`src/rtl/lsu_pkg.sv`:
```
// Shared types and constants for the load/store bridge (lsu_mem_bridge and lsu_lane_align).
package lsu_pkg;

    typedef enum logic [1:0] {
        SZ_B = 2'b00,
        SZ_H = 2'b01,
        SZ_W = 2'b10,
        SZ_X = 2'b11
    } size_e;

    typedef enum logic [2:0] {
        ST_IDLE,
        ST_RD,
        ST_CAP,
        ST_WR,
        ST_RESP
    } state_e;

    localparam int BYTE_W = 8;
    localparam int HALF_W = 16;
    localparam int HALF_SEL_BIT = 1;

    // Offset bits that must be zero for an access of the given size.
    localparam logic [1:0] HALF_MIS_MASK = 2'b01;
    localparam logic [1:0] WORD_MIS_MASK = 2'b11;

    function automatic logic misaligned(input size_e sz, input logic [1:0] off);
        logic bad;
        bad = 1'b0;
        case (sz)
            SZ_H:    bad = (off & HALF_MIS_MASK) != 2'b00;
            SZ_W:    bad = (off & WORD_MIS_MASK) != 2'b00;
            SZ_X:    bad = 1'b1;
            default: bad = 1'b0;
        endcase
        return bad;
    endfunction

endpackage

```
`src/rtl/lsu_mem_bridge_lane_align.sv`:
```
// Little-endian lane handling: load extract/extend and sub-word store merge (combinational).
module lsu_lane_align
    import lsu_pkg::*;
#(
    parameter int DATA_W = 32
) (
    input  logic [DATA_W-1:0] ld_word,
    input  logic [1:0]        ld_off,
    input  size_e             ld_size,
    input  logic              ld_signed,
    output logic [DATA_W-1:0] ld_data,
    input  logic [DATA_W-1:0] st_old,
    input  logic [DATA_W-1:0] st_wdata,
    input  logic [1:0]        st_off,
    input  size_e             st_size,
    output logic [DATA_W-1:0] st_word
);

    logic [BYTE_W-1:0] lane_b;
    logic [HALF_W-1:0] lane_h;

    always_comb begin
        lane_b  = ld_word[{ld_off, 3'b000} +: BYTE_W];
        lane_h  = ld_word[{ld_off[HALF_SEL_BIT], 4'b0000} +: HALF_W];
        ld_data = ld_word;
        case (ld_size)
            SZ_B:    ld_data = {{(DATA_W-BYTE_W){ld_signed & lane_b[BYTE_W-1]}}, lane_b};
            SZ_H:    ld_data = {{(DATA_W-HALF_W){ld_signed & lane_h[HALF_W-1]}}, lane_h};
            default: ld_data = ld_word;
        endcase
    end

    always_comb begin
        st_word = st_old;
        case (st_size)
            SZ_B:    st_word[{st_off, 3'b000} +: BYTE_W] = st_wdata[BYTE_W-1:0];
            SZ_H:    st_word[{st_off[HALF_SEL_BIT], 4'b0000} +: HALF_W] = st_wdata[HALF_W-1:0];
            SZ_W:    st_word = st_wdata;
            default: st_word = st_old;
        endcase
    end

endmodule

```
`src/rtl/lsu_mem_bridge.sv`:
```
// Load/store bridge to a word-wide memory with read-modify-write for sub-word stores.
// Optional last-word buffer enabled by defining LSU_LAST_WORD_EN.
module lsu_mem_bridge
    import lsu_pkg::*;
#(
    parameter int MEM_RD_LAT = 1,
    parameter int ADDR_W     = 32,
    parameter int DATA_W     = 32
) (
    input  logic              clk,
    input  logic              reset,
    input  logic              req_valid,
    output logic              req_ready,
    input  logic              req_we,
    input  logic [1:0]        req_size,
    input  logic              req_signed,
    input  logic [ADDR_W-1:0] req_addr,
    input  logic [DATA_W-1:0] req_wdata,
    output logic              resp_valid,
    input  logic              resp_ready,
    output logic [DATA_W-1:0] resp_rdata,
    output logic              resp_err,
    output logic              mem_R,
    output logic              mem_W,
    output logic [ADDR_W-1:0] mem_addr,
    output logic [DATA_W-1:0] mem_din,
    input  logic [DATA_W-1:0] mem_dout
);

    localparam int CNT_W = (MEM_RD_LAT > 1) ? $clog2(MEM_RD_LAT) : 1;

    state_e              state_q, state_d;
    logic                we_q, we_d;
    size_e               size_q, size_d;
    logic                sgn_q, sgn_d;
    logic [ADDR_W-1:0]   addr_q, addr_d;
    logic [DATA_W-1:0]   wdata_q, wdata_d;
    logic [DATA_W-1:0]   word_q, word_d;
    logic [DATA_W-1:0]   rdata_q, rdata_d;
    logic                err_q, err_d;
    logic [CNT_W-1:0]    cnt_q, cnt_d;

    size_e               req_sz;
    logic                cap_done;
    logic                lw_hit;
    logic [DATA_W-1:0]   lw_word;
    logic [DATA_W-1:0]   ld_word, ld_data, st_word;
    logic [1:0]          ld_off;
    size_e               ld_size;
    logic                ld_sgn;

    assign req_sz   = size_e'(req_size);
    assign cap_done = (state_q == ST_CAP) && (cnt_q == '0);

    // In IDLE the extractor serves a buffer hit from the live request; otherwise the memory word.
    assign ld_word = (state_q == ST_IDLE) ? lw_word       : mem_dout;
    assign ld_off  = (state_q == ST_IDLE) ? req_addr[1:0] : addr_q[1:0];
    assign ld_size = (state_q == ST_IDLE) ? req_sz        : size_q;
    assign ld_sgn  = (state_q == ST_IDLE) ? req_signed    : sgn_q;

    lsu_lane_align #(.DATA_W(DATA_W)) u_align (
        .ld_word   (ld_word),
        .ld_off    (ld_off),
        .ld_size   (ld_size),
        .ld_signed (ld_sgn),
        .ld_data   (ld_data),
        .st_old    (word_q),
        .st_wdata  (wdata_q),
        .st_off    (addr_q[1:0]),
        .st_size   (size_q),
        .st_word   (st_word)
    );

    assign req_ready  = (state_q == ST_IDLE) && !reset;
    assign resp_valid = (state_q == ST_RESP);
    assign resp_rdata = rdata_q;
    assign resp_err   = err_q;
    assign mem_R      = (state_q == ST_RD);
    assign mem_W      = (state_q == ST_WR);
    assign mem_addr   = {addr_q[ADDR_W-1:2], 2'b00};
    assign mem_din    = mem_W ? st_word : '0;

    always_comb begin
        state_d = state_q;
        we_d    = we_q;
        size_d  = size_q;
        sgn_d   = sgn_q;
        addr_d  = addr_q;
        wdata_d = wdata_q;
        word_d  = word_q;
        rdata_d = rdata_q;
        err_d   = err_q;
        cnt_d   = cnt_q;
        case (state_q)
            ST_IDLE: begin
                if (req_valid) begin
                    we_d    = req_we;
                    size_d  = req_sz;
                    sgn_d   = req_signed;
                    addr_d  = req_addr;
                    wdata_d = req_wdata;
                    rdata_d = '0;
                    err_d   = 1'b0;
                    if (misaligned(req_sz, req_addr[1:0])) begin
                        err_d   = 1'b1;
                        state_d = ST_RESP;
                    end else if (req_we) begin
                        if (req_sz == SZ_W) begin
                            state_d = ST_WR;
                        end else if (lw_hit) begin
                            word_d  = lw_word;
                            state_d = ST_WR;
                        end else begin
                            state_d = ST_RD;
                        end
                    end else if (lw_hit) begin
                        rdata_d = ld_data;
                        state_d = ST_RESP;
                    end else begin
                        state_d = ST_RD;
                    end
                end
            end
            ST_RD: begin
                cnt_d   = CNT_W'(MEM_RD_LAT - 1);
                state_d = ST_CAP;
            end
            ST_CAP: begin
                if (cap_done) begin
                    word_d = mem_dout;
                    if (we_q) begin
                        state_d = ST_WR;
                    end else begin
                        rdata_d = ld_data;
                        state_d = ST_RESP;
                    end
                end else begin
                    cnt_d = cnt_q - 1'b1;
                end
            end
            ST_WR:   state_d = ST_RESP;
            ST_RESP: if (resp_ready) state_d = ST_IDLE;
            default: state_d = ST_IDLE;
        endcase
    end

    always_ff @(posedge clk or posedge reset) begin
        if (reset) begin
            state_q <= ST_IDLE;
            we_q    <= 1'b0;
            size_q  <= SZ_B;
            sgn_q   <= 1'b0;
            addr_q  <= '0;
            rdata_q <= '0;
            err_q   <= 1'b0;
            cnt_q   <= '0;
        end else begin
            state_q <= state_d;
            we_q    <= we_d;
            size_q  <= size_d;
            sgn_q   <= sgn_d;
            addr_q  <= addr_d;
            rdata_q <= rdata_d;
            err_q   <= err_d;
            cnt_q   <= cnt_d;
        end
    end

    // Data-only registers; their outputs are gated by state so they need no reset.
    always_ff @(posedge clk) begin
        wdata_q <= wdata_d;
        word_q  <= word_d;
    end

`ifdef LSU_LAST_WORD_EN
    logic                lw_valid_q, lw_valid_d;
    logic [ADDR_W-3:0]   lw_addr_q, lw_addr_d;
    logic [DATA_W-1:0]   lw_data_q, lw_data_d;

    always_comb begin
        lw_valid_d = lw_valid_q;
        lw_addr_d  = lw_addr_q;
        lw_data_d  = lw_data_q;
        if (cap_done) begin
            lw_valid_d = 1'b1;
            lw_addr_d  = addr_q[ADDR_W-1:2];
            lw_data_d  = mem_dout;
        end else if (state_q == ST_WR) begin
            lw_valid_d = 1'b1;
            lw_addr_d  = addr_q[ADDR_W-1:2];
            lw_data_d  = st_word;
        end
    end

    always_ff @(posedge clk or posedge reset) begin
        if (reset) lw_valid_q <= 1'b0;
        else       lw_valid_q <= lw_valid_d;
    end

    always_ff @(posedge clk) begin
        lw_addr_q <= lw_addr_d;
        lw_data_q <= lw_data_d;
    end

    assign lw_hit  = lw_valid_q && (lw_addr_q == req_addr[ADDR_W-1:2]);
    assign lw_word = lw_data_q;
`else
    assign lw_hit  = 1'b0;
    assign lw_word = '0;
`endif

endmodule

```
`config.mk`:
```
export PLATFORM = sky130hd
export DESIGN_NAME = lsu_mem_bridge
export DESIGN_NICKNAME = d
export VERILOG_FILES = /design/src/rtl/lsu_pkg.sv /design/src/rtl/lsu_mem_bridge_lane_align.sv /design/src/rtl/lsu_mem_bridge.sv
export SDC_FILE = /design/constraint.sdc
export NUM_CORES = 1
export LEC_CHECK = 0
export BUFFER_PORTS_ARGS = -buffer_cell sky130_fd_sc_hd__clkbuf_2
export CORE_MARGIN = 5
export CORE_UTILIZATION = 37
export DETAILED_ROUTE_END_ITERATION = 16
export PLACE_DENSITY = 0.7
export SLEW_MARGIN = 10
export SYNTH_ARGS = -nofsm -noshare
export SYNTH_HDL_FRONTEND = slang
export SYNTH_SLANG_ARGS = --single-unit
export TNS_END_PERCENT = 10
```
`constraint.sdc`:
```
create_clock -name clk -period 3.33 [get_ports clk]
set_input_delay 0 -clock clk [delete_from_list [all_inputs] [get_ports clk]]
set_output_delay 0 -clock clk [all_outputs]
set_load 0.005 [all_outputs]
```
### Word level (Yosys, flattened, before mapping)

Cells that the tools add are included.

| storage, ports and cells | value |
|---|---|
| register bits after elaboration | 137 |
| output and inout bits | 101 |
| word-level logic and storage cells | 78 |

| cells by class | value |
|---|---|
| add/sub/neg operators | 3 |
| eq/ne operators | 15 |
| shifts and indexed selects | 6 |
| mux-type cells | 27 |
| bitwise gates (word level) | 3 |
| reductions and logical operators | 14 |

Operators by type and width:

| operator | count |
|---|---|
| two-way mux 32 bit | 5 |
| case mux 32 bit (2 select lines) | 2 |
| case mux 32 bit (3 select lines) | 1 |
| bitwise mux 32 bit | 2 |
| variable shift 16 x 7 -> 32 bit (first input constant) | 1 |
| variable shift 8 x 7 -> 32 bit (first input constant) | 1 |
| variable part select 16 x 7 -> 32 bit | 1 |
| variable part select 32 x 6 -> 16 bit | 1 |
| variable part select 32 x 6 -> 8 bit | 1 |
| variable part select 8 x 7 -> 32 bit | 1 |
| two-way mux 3 bit | 6 |
| case mux 3 bit (5 select lines) | 1 |
| negator 5 -> 7 bit | 2 |
| inequality test 2 bit (second input constant) | 4 |
| == test 2 x 1 -> 1 bit (second input constant) | 3 |
| == test 2 bit (second input constant) | 3 |
| == test 3 x 2 -> 1 bit (second input constant) | 2 |
| two-way mux 2 bit | 3 |
| AND reduction 2 bit | 3 |
| nonzero test 2 bit | 3 |
| two-way mux 1 bit | 5 |
| zero test 2 bit | 2 |
| AND reduction 4 bit | 1 |
| == test 3 x 1 -> 1 bit (second input constant) | 1 |
| other kinds (11) | 13 |

### Longest topological paths before layout

Gate-level depths: netlist (run 1).

| logic depth | value |
|---|---|
| word-level depth | 8 |
| gate-level depth with buffers | 9 |
| depth with buffers taken out | 6 |

### By module

From an unflattened synthesis (run 1), not the netlist that was laid out.

| unflattened totals | value |
|---|---|
| cell total of the unflattened synthesis | 663 |
| area, all modules | 7576.0 sq um |

Modules (own cells, without submodules):

| module | times used | cells an instance | area an instance (sq um) |
|---|---|---|---|
| lsu_mem_bridge | 1 | 365 | 5644.2 |
| lsu_lane_align | 1 | 298 | 1931.9 |

### Worst setup path before layout (run 1)

No wires, ideal clock.

| timing path | value |
|---|---|
| kind | reg2reg |
| start | register state_q[2] |
| end | register word_q[0], enable pin |
| setup time | 0.461 ns |
| data arrival time | 2.863 ns |
| required time | 2.869 ns |
| path slack | 0.005 ns |
| cell stages (with the launch flop) | 3 |
| buffers on the path | 1 |
| path through | dfrtp_1 buf_1 nor3_1 |

| between the ends | value |
|---|---|
| word-level cells in the longest chain between the ends | 3 |

Ends and longest elaborated chain:

| element | RTL line | RTL |
|---|---|---|
| from (decl) | lsu_mem_bridge.sv:32 | `state_e state_q, state_d;` |
| from (signal assigned) | lsu_mem_bridge.sv:158 | `state_q <= state_d;` |
| == test 3 x 2 -> 1 bit | lsu_mem_bridge.sv:53 | `assign cap_done = (state_q == ST_CAP) && (cnt_q == '0);` |
| logical AND 1 bit | lsu_mem_bridge.sv:53 |  |
| net cap_done | lsu_mem_bridge.sv:44 | `logic cap_done;` |
| AND reduction 2 bit (no source line) | - |  |
| to (signal assigned) | lsu_mem_bridge.sv:172 | `word_q <= word_d;` |
| to (decl) | lsu_mem_bridge.sv:38 | `logic [DATA_W-1:0] word_q, word_d;` |

The timed path passes the listed nets, and every way through them passes these cells.
A chain may end at the register's enable or synchronous reset.

### Worst setup path in the final report (run 1)

| timing path | value |
|---|---|
| start | register addr_q[1] |
| end | output port mem_din[22] |

| between the ends | value |
|---|---|
| word-level cells in the longest chain between the ends | 5 |

Ends and longest elaborated chain:

| element | RTL line | RTL |
|---|---|---|
| from (decl) | lsu_mem_bridge.sv:36 | `logic [ADDR_W-1:0] addr_q, addr_d;` |
| from (signal assigned) | lsu_mem_bridge.sv:162 | `addr_q <= addr_d;` |
| negator 5 -> 7 bit (on tied branches) | lsu_mem_bridge_lane_align.sv:37, lsu_mem_bridge_lane_align.sv:36 |  |
| variable part select 16 x 7 -> 32 bit, or another cell as far along | lsu_mem_bridge_lane_align.sv:37 | `SZ_H: st_word[{st_off[HALF_SEL_BIT], 4'b0000} +: HALF_W] = st_wdata[HALF_W-1:0];` |
| bitwise mux 32 bit (on tied branches) | lsu_mem_bridge_lane_align.sv:37, lsu_mem_bridge_lane_align.sv:36 |  |
| case mux 32 bit (3 select lines) * | lsu_mem_bridge_lane_align.sv:35 | `case (st_size)` |
| two-way mux 32 bit * | lsu_mem_bridge.sv:81 | `assign mem_din = mem_W ? st_word : '0;` |
| to (decl) | lsu_mem_bridge.sv:26 | `output logic [DATA_W-1:0] mem_din,` |

Mark *: on every way between the ends. The rest lies on a longest branch, timed or not.

==> summary by stage, run 1 <==
Clock tree
The number of setup buffers added after CTS is 0. The number of CTS-inserted buffers is 17. The latest clock arrival within the worst-skew pair is 0.42 ns. The clock tree from TritonCTS is built. The clock passes through at most 2 buffers. The clock net in this run drives a total of 137 sinks. Gates resized during post-CTS repair numbered 0. The H-tree was split into 4 levels. The library cell used as clock root buffer is sky130_fd_sc_hd__clkbuf_16. After clock tree synthesis, the clock-pin slew on the worst setup and hold paths is 0.06 ns.

Pwr
The worst IR drop on VDD is 569 uV. The fraction of power consumed by sequential logic is 35.3%. The combinational share of power is 42.3%. The net load switching power is 3.26 mW. The share of total power consumed by net switching is 40.9%. The cell area power density is 849 mW/mm2.

The total leakage power is 4.30 nW. The relative contribution of the clock network to total power is 22.4%. The internal power of the cells totals 4.70 mW.

Logic synthesis
The post-synthesis cell type count is 60. The portion of the post-synthesis area used by sequential elements is 55.4%. The post-synthesis cell type with the largest combined area is sky130_fd_sc_hd__edfxtp_1. Counting every instance in the synthesized netlist gives 637.

The share of cell area taken by muxes after synthesis is 4.23%. The synthesized netlist devotes 14.8% of its cell area to simple gates. Summing the areas of all fa, ha and maj instances in the mapped netlist gives 0.924% of the synthesized area. After Yosys synthesis, XOR and XNOR cells account for 0.129% of the synthesized area. The most used flip-flop cell after synthesis is sky130_fd_sc_hd__dfrtp_1. The fraction of synthesis flops using an asynchronous set or reset pin is 53.3%.

After synthesis the netlist holds a flip-flop and latch count of 137. The number of synthesized flops with an enable pin is 64. In the post-synthesis netlist, the biggest area contributors are sky130_fd_sc_hd__edfxtp_1, sky130_fd_sc_hd__dfrtp_1, sky130_fd_sc_hd__nand2_1. The combinational family with the most area after synthesis is compound AO/OA/AOI/OAI gates. The Yosys step of the flow raised 0 warnings. The synthesized netlist occupies a cell area of 0.00677 mm2. The share of the synthesized area in compound gates (AO/OA/AOI/OAI) is 17.8%. Each instance of the synthesized netlist takes up on average 10.6 um2. The top cell type's share of synthesized area is 28.4%.

STA
The total of endpoints with negative setup slack in the final report is 0. The share of the clock period used by the worst path after layout is 81.1%. After layout, the minimum clock period comes to 2.70 ns.

The maximum frequency from static timing analysis is 370 MHz. Across all setup checks in the final design, the least slack found is 0.630 ns. Measured against its own limit, the worst slew margin works out to 38.3%. For the pin with the worst max-slew slack, the measured transition is 0.919 ns. Setup repair after global routing left no endpoint under its margin. The worst clock skew is 0.0113 ns. For the final routed database, the setup TNS stands at 0 ns. The final-report hold violation count is 0. The count of final max-slew check failures is 0.

GRT
The global routing met2 resource utilization is 32.1%. Entering global routing, the biggest net connects 43 pins. Global routing used 28.0% of the available met1 tracks. The number of antenna violations at the first check in global routing is 0. For this run, global-route usage on met3 was measured as 4.65%. The first global-routing pass estimated 35100 um of wire. The most used routing layer is met2.

Global routing consumed, over all layers together, 20.7% of the routing resources. The number of global-route vias before repair was 6236. The global-route congestion overflow total is 0.

Cells and area
The net count of the finished layout is 1013. The multi-input combinational cells in the finished layout cover a total of 0.00258 mm2. The antenna cell count is 0. Across the whole layout, storage elements account for 0.00375 mm2.

The area growth from synthesis to layout is 38.6%. The number of inserted filler cells in the final layout is 1561. The proportion of layout cells with a drive suffix above 1 is 28.8%.

Routing
In this run, the number of DRC markers left after iteration 0 of detailed routing was 920. After detailed routing, the number of vias per cell comes to 5.44. The remaining routing DRC violations is 0. In the final routed layout, each cell accounts on average for 19.3 um. The routed design has 22200 um of wire. The pre-antenna-repair detailed-routing pass consisted of 9 iterations. The detailed router placed 6236 vias in this run. The post-route antenna net violation count is 0.

Worst setup path
The number of cells on the worst reg-to-reg path is 4. The required time of the critical path is 3.33 ns. For this run, the slowest stage of the critical path takes 0.39 ns. STA classifies the critical path startpoint as a flop. The setup slack of the worst register-to-register path is 0.70 ns. In this run the worst path has a maximum fanout of 27. The endpoint class of the critical path is a primary output. The critical path data arrival time is 2.70 ns. Traced cell by cell, the critical path runs through inv_2, ha_1, nor4bb_1, buf_4, a32o_1, a221oi_1, nor2_1, clkbuf_2. The critical setup path kind is reg2out. The cell with the biggest individual delay on the critical path is sky130_fd_sc_hd__dfrtp_1.

Floorplanning
The die span in x is 145 um. The number of rows created at floorplan is 49. The boundary pin count is 205. The core region is 0.0180 mm2. The die span in y is 145 um. The die covers 0.0211 mm2.

The starting density of the core is 37.7%.

Place
The congestion estimate from routability-driven global placement came to 0.875. In this run the tool buffered the top-level ports with 202 buffer cells. Detailed placement ended at an HPWL of 15300 um. Before CTS, the worst setup slack after placement is 0.746 ns.

Run
The max-capacitance violation count is 0.

Min path
Counting instances, the worst hold path has a depth of 5. The worst hold-check path type is in2reg.

Status
The flow ran to the end, and the final reports show no timing, DRC or antenna violations.
[synthesized netlist by cell type (7+ instances only)]
cell type,instances
sky130_fd_sc_hd__a211oi_1,9
sky130_fd_sc_hd__o21ai_0,24
sky130_fd_sc_hd__a32o_1,15
sky130_fd_sc_hd__a221o_1,16
sky130_fd_sc_hd__edfxtp_1,64
sky130_fd_sc_hd__inv_1,10
sky130_fd_sc_hd__nor3_1,18
sky130_fd_sc_hd__dfrtp_1,73
sky130_fd_sc_hd__nor2b_1,8
sky130_fd_sc_hd__mux2i_1,23
sky130_fd_sc_hd__buf_4,32
sky130_fd_sc_hd__nor2_1,64
sky130_fd_sc_hd__o221ai_1,7
sky130_fd_sc_hd__a22oi_1,10
sky130_fd_sc_hd__clkbuf_1,30
sky130_fd_sc_hd__a221oi_1,14
sky130_fd_sc_hd__a222oi_1,7
sky130_fd_sc_hd__a22o_1,21
sky130_fd_sc_hd__nand2_1,118
[worst max-delay path: cells and delay by family, from the launching register on]
kind | cells | cell delay, ns
buffers and inverters | 3 | 0.71
AO/OA/AOI/OAI | 2 | 0.55
flip-flops | 1 | 0.39
adder cells (fa/ha/maj) | 1 | 0.39
AND/OR/NAND/NOR | 2 | 0.24
[cell usage in the layout (no fill, tap or decap), types with 17 or more instances in the layout]
cell type	instances
sky130_fd_sc_hd__a22o_1	21
sky130_fd_sc_hd__clkbuf_16	17
sky130_fd_sc_hd__clkbuf_2	202
sky130_fd_sc_hd__dfrtp_1	73
sky130_fd_sc_hd__dlygate4sd3_1	102
sky130_fd_sc_hd__edfxtp_1	64
sky130_fd_sc_hd__mux2i_1	23
sky130_fd_sc_hd__nand2_1	118
sky130_fd_sc_hd__nor2_1	64
sky130_fd_sc_hd__nor3_1	17
sky130_fd_sc_hd__o21ai_0	24
[metrics by stage]
step	hold WS (ns)	utilization [%]	cell area, um2	total power [mW]	cells
floorplan	0.0311	-	6780	5.11	638
finish	0.0619	52.2	9380	7.96	1146
CTS	0.0401	52.2	9380	7.98	1146
global route	0.0992	52.2	9380	8.48	1146
global placement	0.162	43.4	7800	6.00	1012
detailed placement	0.169	43.4	7800	6.06	1012
[timing repair]
action                                  in CTS  in global routing
hold buffers                               102                  0
hold endpoints to repair                   155                  0
endpoints found under the setup margin       0                  0
[sequential cells by signal (all words and copies together) (netlist names)]
| register | flops |
|---|---|
| resp_err | 1 |
| we_q | 1 |
| state_q | 3 |
| addr_q | 32 |
| size_q | 2 |
| sgn_q | 1 |
| resp_rdata | 32 |
| word_q | 32 |
| cnt_q | 1 |
| wdata_q | 32 |
[power by group through the flow]
stage          clock network [mW]  registers, mW  logic (mW)
2_1_floorplan                   0           2.66        2.45
3_3_place_gp                    0           2.81        3.19
6_report                     1.78           2.81        3.37
4_1_cts                      1.82           2.80        3.35
5_1_grt                      1.90           2.88        3.70
3_5_place_dp                    0           2.83        3.23
[final timing paths]
kind,startpoint,endpoint
hold / removal,req_valid,state_q[0]
setup / recovery,addr_q[1],mem_din[22]
setup reg to reg,state_q[1],resp_rdata[21]
min in group asynchronous,reset,resp_err
max in group asynchronous,reset,resp_rdata[3]
hold reg to reg,addr_q[11],addr_q[11]
[layout make-up]
cell class / count / area share, %
clock buffer: 17 / 4.53
inverter: 13 / 0.520
timing repair buffer: 320 / 23.1
tap: 229 / 3.05
clock inverter: 15 / 1.40
sequential: 137 / 40.0
multi-input combinational: 415 / 27.5
[logic make-up (layout without fill, tap and decap cells)]
logic type | Yosys count | after routing
other cells | 1 | 2
flops | 137 | 137
buf+inv | 86 | 365
xor+xnor | 1 | 1
compound gates | 150 | 150
mux | 27 | 27
simple gates | 230 | 230
fa+ha+maj | 5 | 5
[routing by layer]
layer	share of wire [%]	wire [um]	vias up
li1	-	-	2855
met1	41	9120	2957
met2	47	10300	371
met3	8.7	1940	53
met4	3.6	792	0
met5	0	0	-
Note: power is estimated with default switching activity, not from simulation.
==> run 2, diff against run 1 <==
--- a/config.mk
+++ b/config.mk
@@ -9,7 +9,7 @@
 export CORE_MARGIN = 5
 export CORE_UTILIZATION = 37
 export DETAILED_ROUTE_END_ITERATION = 16
-export PLACE_DENSITY = 0.7
+export PLACE_DENSITY = 0.68
 export SLEW_MARGIN = 10
 export SYNTH_ARGS = -nofsm -noshare
 export SYNTH_HDL_FRONTEND = slang
==> constraint.sdc (replaced) <==
create_clock -name clk -period 2.6 [get_ports clk]
set_input_delay 0 -clock clk [delete_from_list [all_inputs] [get_ports clk]]
set_output_delay 0 -clock clk [all_outputs]
set_load 0.005 [all_outputs]
==> run 2 against run 1 <==
Compared with the run above: largest power group unchanged; sequential power increased by 28%; clock power grew 34%; utilization is 0.75 points higher.
==> summary by stage, run 2 (same netlist as run 1, synthesis figures left out) <==
Status
The flow ran to the end, and the final reports show no timing, DRC or antenna violations.

Worst setup path
The kind of cell adding the most delay to the critical path is compound AO/OA/AOI/OAI gates. The cell that appears most often on the critical path is sky130_fd_sc_hd__buf_4. The capturing point of the worst reg2reg path is resp_rdata[20]. The startpoint of the worst register-to-register path is state_q[1]. For this design, the slowest cell found on the critical path is sky130_fd_sc_hd__dfrtp_1. The setup slack of the worst register-to-register path is 0.34 ns (-0.36 ns). The signal on the critical path passes through buf_4, ha_1, nor4bb_1, buf_4, a22o_1, a221oi_1, nor2_1, clkbuf_2. The critical setup path kind is reg2out. The highest fanout seen on the critical path is 15 (-44%). The endpoint class of the critical path is a primary output. The worst reg-to-reg path cell count was 5 (+1). The startpoint type of the worst setup path is a flop. The longest individual stage delay on the worst path is 0.41 ns (+0.02 ns).

The number of buffers and inverters on the critical path was 3 (unchanged). The critical path data arrival time was 2.43 ns (-0.27 ns). The required time of the critical path came to 2.60 ns (-0.73 ns).

Cells and area
The proportion of layout cells with a drive suffix above 1 is 30.2% (+1.4 points). The post-route cell area was 0.00952 mm2 (+1.4%). The area used by sequential logic in the layout is 0.00375 mm2 (about the same). The area growth from synthesis to layout is 40.5%. The area used by multi-input combinational logic came to 0.00259 mm2 (+0.68%). The final net count is 1024 (+1.1%).

In the layout the commonest cells are sky130_fd_sc_hd__clkbuf_2, sky130_fd_sc_hd__nand2_1, sky130_fd_sc_hd__dlygate4sd3_1. The number of inserted filler cells in the final layout is 1522 (-2.5%). The commonest non-fill, non-tap cell in the layout is sky130_fd_sc_hd__clkbuf_2. The number of standard cells in the final layout excluding fillers came to 1157 (+0.96%). The antenna cell count is 0 (unchanged).

Place
The number of buffer cells added on primary ports came to 202 (unchanged). The detailed placer's ending HPWL is 15900 um (+3.4%). The number of placed instances with taps included came to 1021 (+0.89%). The final weighted congestion in routability-driven placement was 0.885 (+1.2%). The standard cell area after detailed placement was 0.00788 mm2 (+0.95%). The minimum setup slack after placement is 0.415 ns (-0.331 ns).

Clock tree
The clock transition at the register clock pins on the worst setup and hold paths after CTS is 0.06 ns (about the same). Clock tree synthesis selected as its root buffer the cell sky130_fd_sc_hd__clkbuf_16. TritonCTS built the clock tree. The number of CTS-inserted buffers was 17 (unchanged). The latest clock arrival within the worst-skew pair is 0.42 ns (about the same). The clock net sink count is 137 (unchanged).

The maximum level of the CTS H-tree came to 4 (unchanged). The buffer depth of the longest clock path came to 2 (unchanged).

STA
Setup repair after global routing left no endpoint under its margin. In the finished design, the share of the clock period the worst path needs comes to 93.3%. The headroom to the max-slew limit is 49.5% (+11 points). The worst clock skew came to 0.0101 ns (-0.00123 ns). The transition time at the pin with the least slew margin came to 0.752 ns (-0.167 ns). The count of final max-slew check failures is 0 (unchanged). The maximum frequency from static timing analysis is 412 MHz.

The total of endpoints with negative setup slack in the final report is 0 (unchanged). The final worst setup slack was 0.174 ns (-0.456 ns). The final critical-path required period is 2.43 ns.

The final-report hold violation count is 0 (unchanged). The accumulated negative setup slack is 0 ns (unchanged).

Min path
The path with the worst hold slack has its endpoint at state_q[0]. The worst hold path belongs to the class in2reg. In this run the most critical hold path is launched from req_valid. The worst hold path cell count came to 5 (unchanged).

Floorplanning
The starting density of the core came to 37.7% (unchanged). The area of the die is 0.0211 mm2 (unchanged). The number of rows created at floorplan is 49 (unchanged). The die span in y is 145 um (unchanged).

The boundary pin count is 205 (unchanged). The core box area is 0.0180 mm2 (unchanged). The die span in x was 145 um (unchanged).

GRT
The global-route congestion overflow total is 0 (unchanged). The first-pass GRT wire length is 36000 um (+2.5%). The combined global-route utilization of all metal layers is 21.3% (+0.63 points). The pin count of the biggest net entering global routing came to 40 (-7.0%).

The number of global-route vias before repair was 6415 (+2.9%). The number of antenna violations at the first check in global routing is 0 (unchanged).

Routing
The remaining routing DRC violations is 0 (unchanged). The length of the first detailed-routing pass in iterations came to 7 (-2). The routed length per instance is 19.8 um (+2.3%). The violation count after the first detailed-route iteration came to 587 (-36%). The vias per cell is 5.40 (-0.76%). The post-route antenna net violation count was 0 (unchanged).

The total routed wirelength came to 22900 um (+3.3%). The total number of vias is 6248 (+0.19%).

Pwr
The worst IR drop on VDD is 632 uV (+11%). The cell area power density was 1100 mW/mm2 (+29%). The total leakage power is 4.35 nW (+1.2%).

Run
The max-capacitance violation count came to 0 (unchanged).
==> run 2: worst max-delay path by stage <==
stage / start / end / slack [ns] / cells past startpoint
floorplan: state_q[2] / word_q[0] / 0.24 / 2
global placement: state_q[1] / resp_rdata[24] / 0.51 / 5
detailed placement: state_q[1] / resp_rdata[29] / 0.42 / 5
CTS: addr_q[0] / mem_din[19] / 0.09 / 8
global route: addr_q[1] / mem_din[12] / 0.005 / 8
finish: addr_q[1] / mem_din[27] / 0.17 / 8
==> run 2: cell type report <==
class                      count  area share, %
sequential                   137           39.4
multi-input combinational    415           27.3
timing repair buffer         331           23.7
clock buffer                  18           4.51
tap                          229           3.01
clock inverter                14           1.58
inverter                      13          0.539
==> run 2: tightest hold or removal path: stages <==
cell	delay (ns)
sky130_fd_sc_hd__clkbuf_2	0.11
sky130_fd_sc_hd__nand2b_1	0.07
sky130_fd_sc_hd__a31oi_1	0.14
sky130_fd_sc_hd__nand2_1	0.10
sky130_fd_sc_hd__a211oi_1	0.05
==> run 2: report_power, final <==
part	internal [mW]	switching [mW]
combinational	1.83	2.63
sequential	3.05	0.543
clock	1.42	0.972
==> run 2: layer usage <==
metal  GRT usage (%)  share of wire (%)
met5               0                  0
met4            9.70                4.0
met3            5.86                8.2
met2            33.2                 47
met1            27.8                 41
==> run 2: what timing repair did <==
action / 4_1_cts / 5_1_grt
resized for setup: 1 / 7
hold buffers: 102 / 0
pin swaps: 0 / 1
endpoints found under the hold margin: 139 / 0
setup endpoints to repair: 3 / 11
buffers inserted: 0 / 2
==> run 2: metrics by stage <==
step / util (%) / power, mW / hold slack [ns]
floorplan: - / 6.55 / 0.0311
global placement: 43.9 / 7.79 / 0.0203
detailed placement: 43.9 / 7.83 / 0.0219
CTS: 52.8 / 10.4 / 0.0599
global route: 53.0 / 11.1 / 0.110
finish: 53.0 / 10.4 / 0.0839
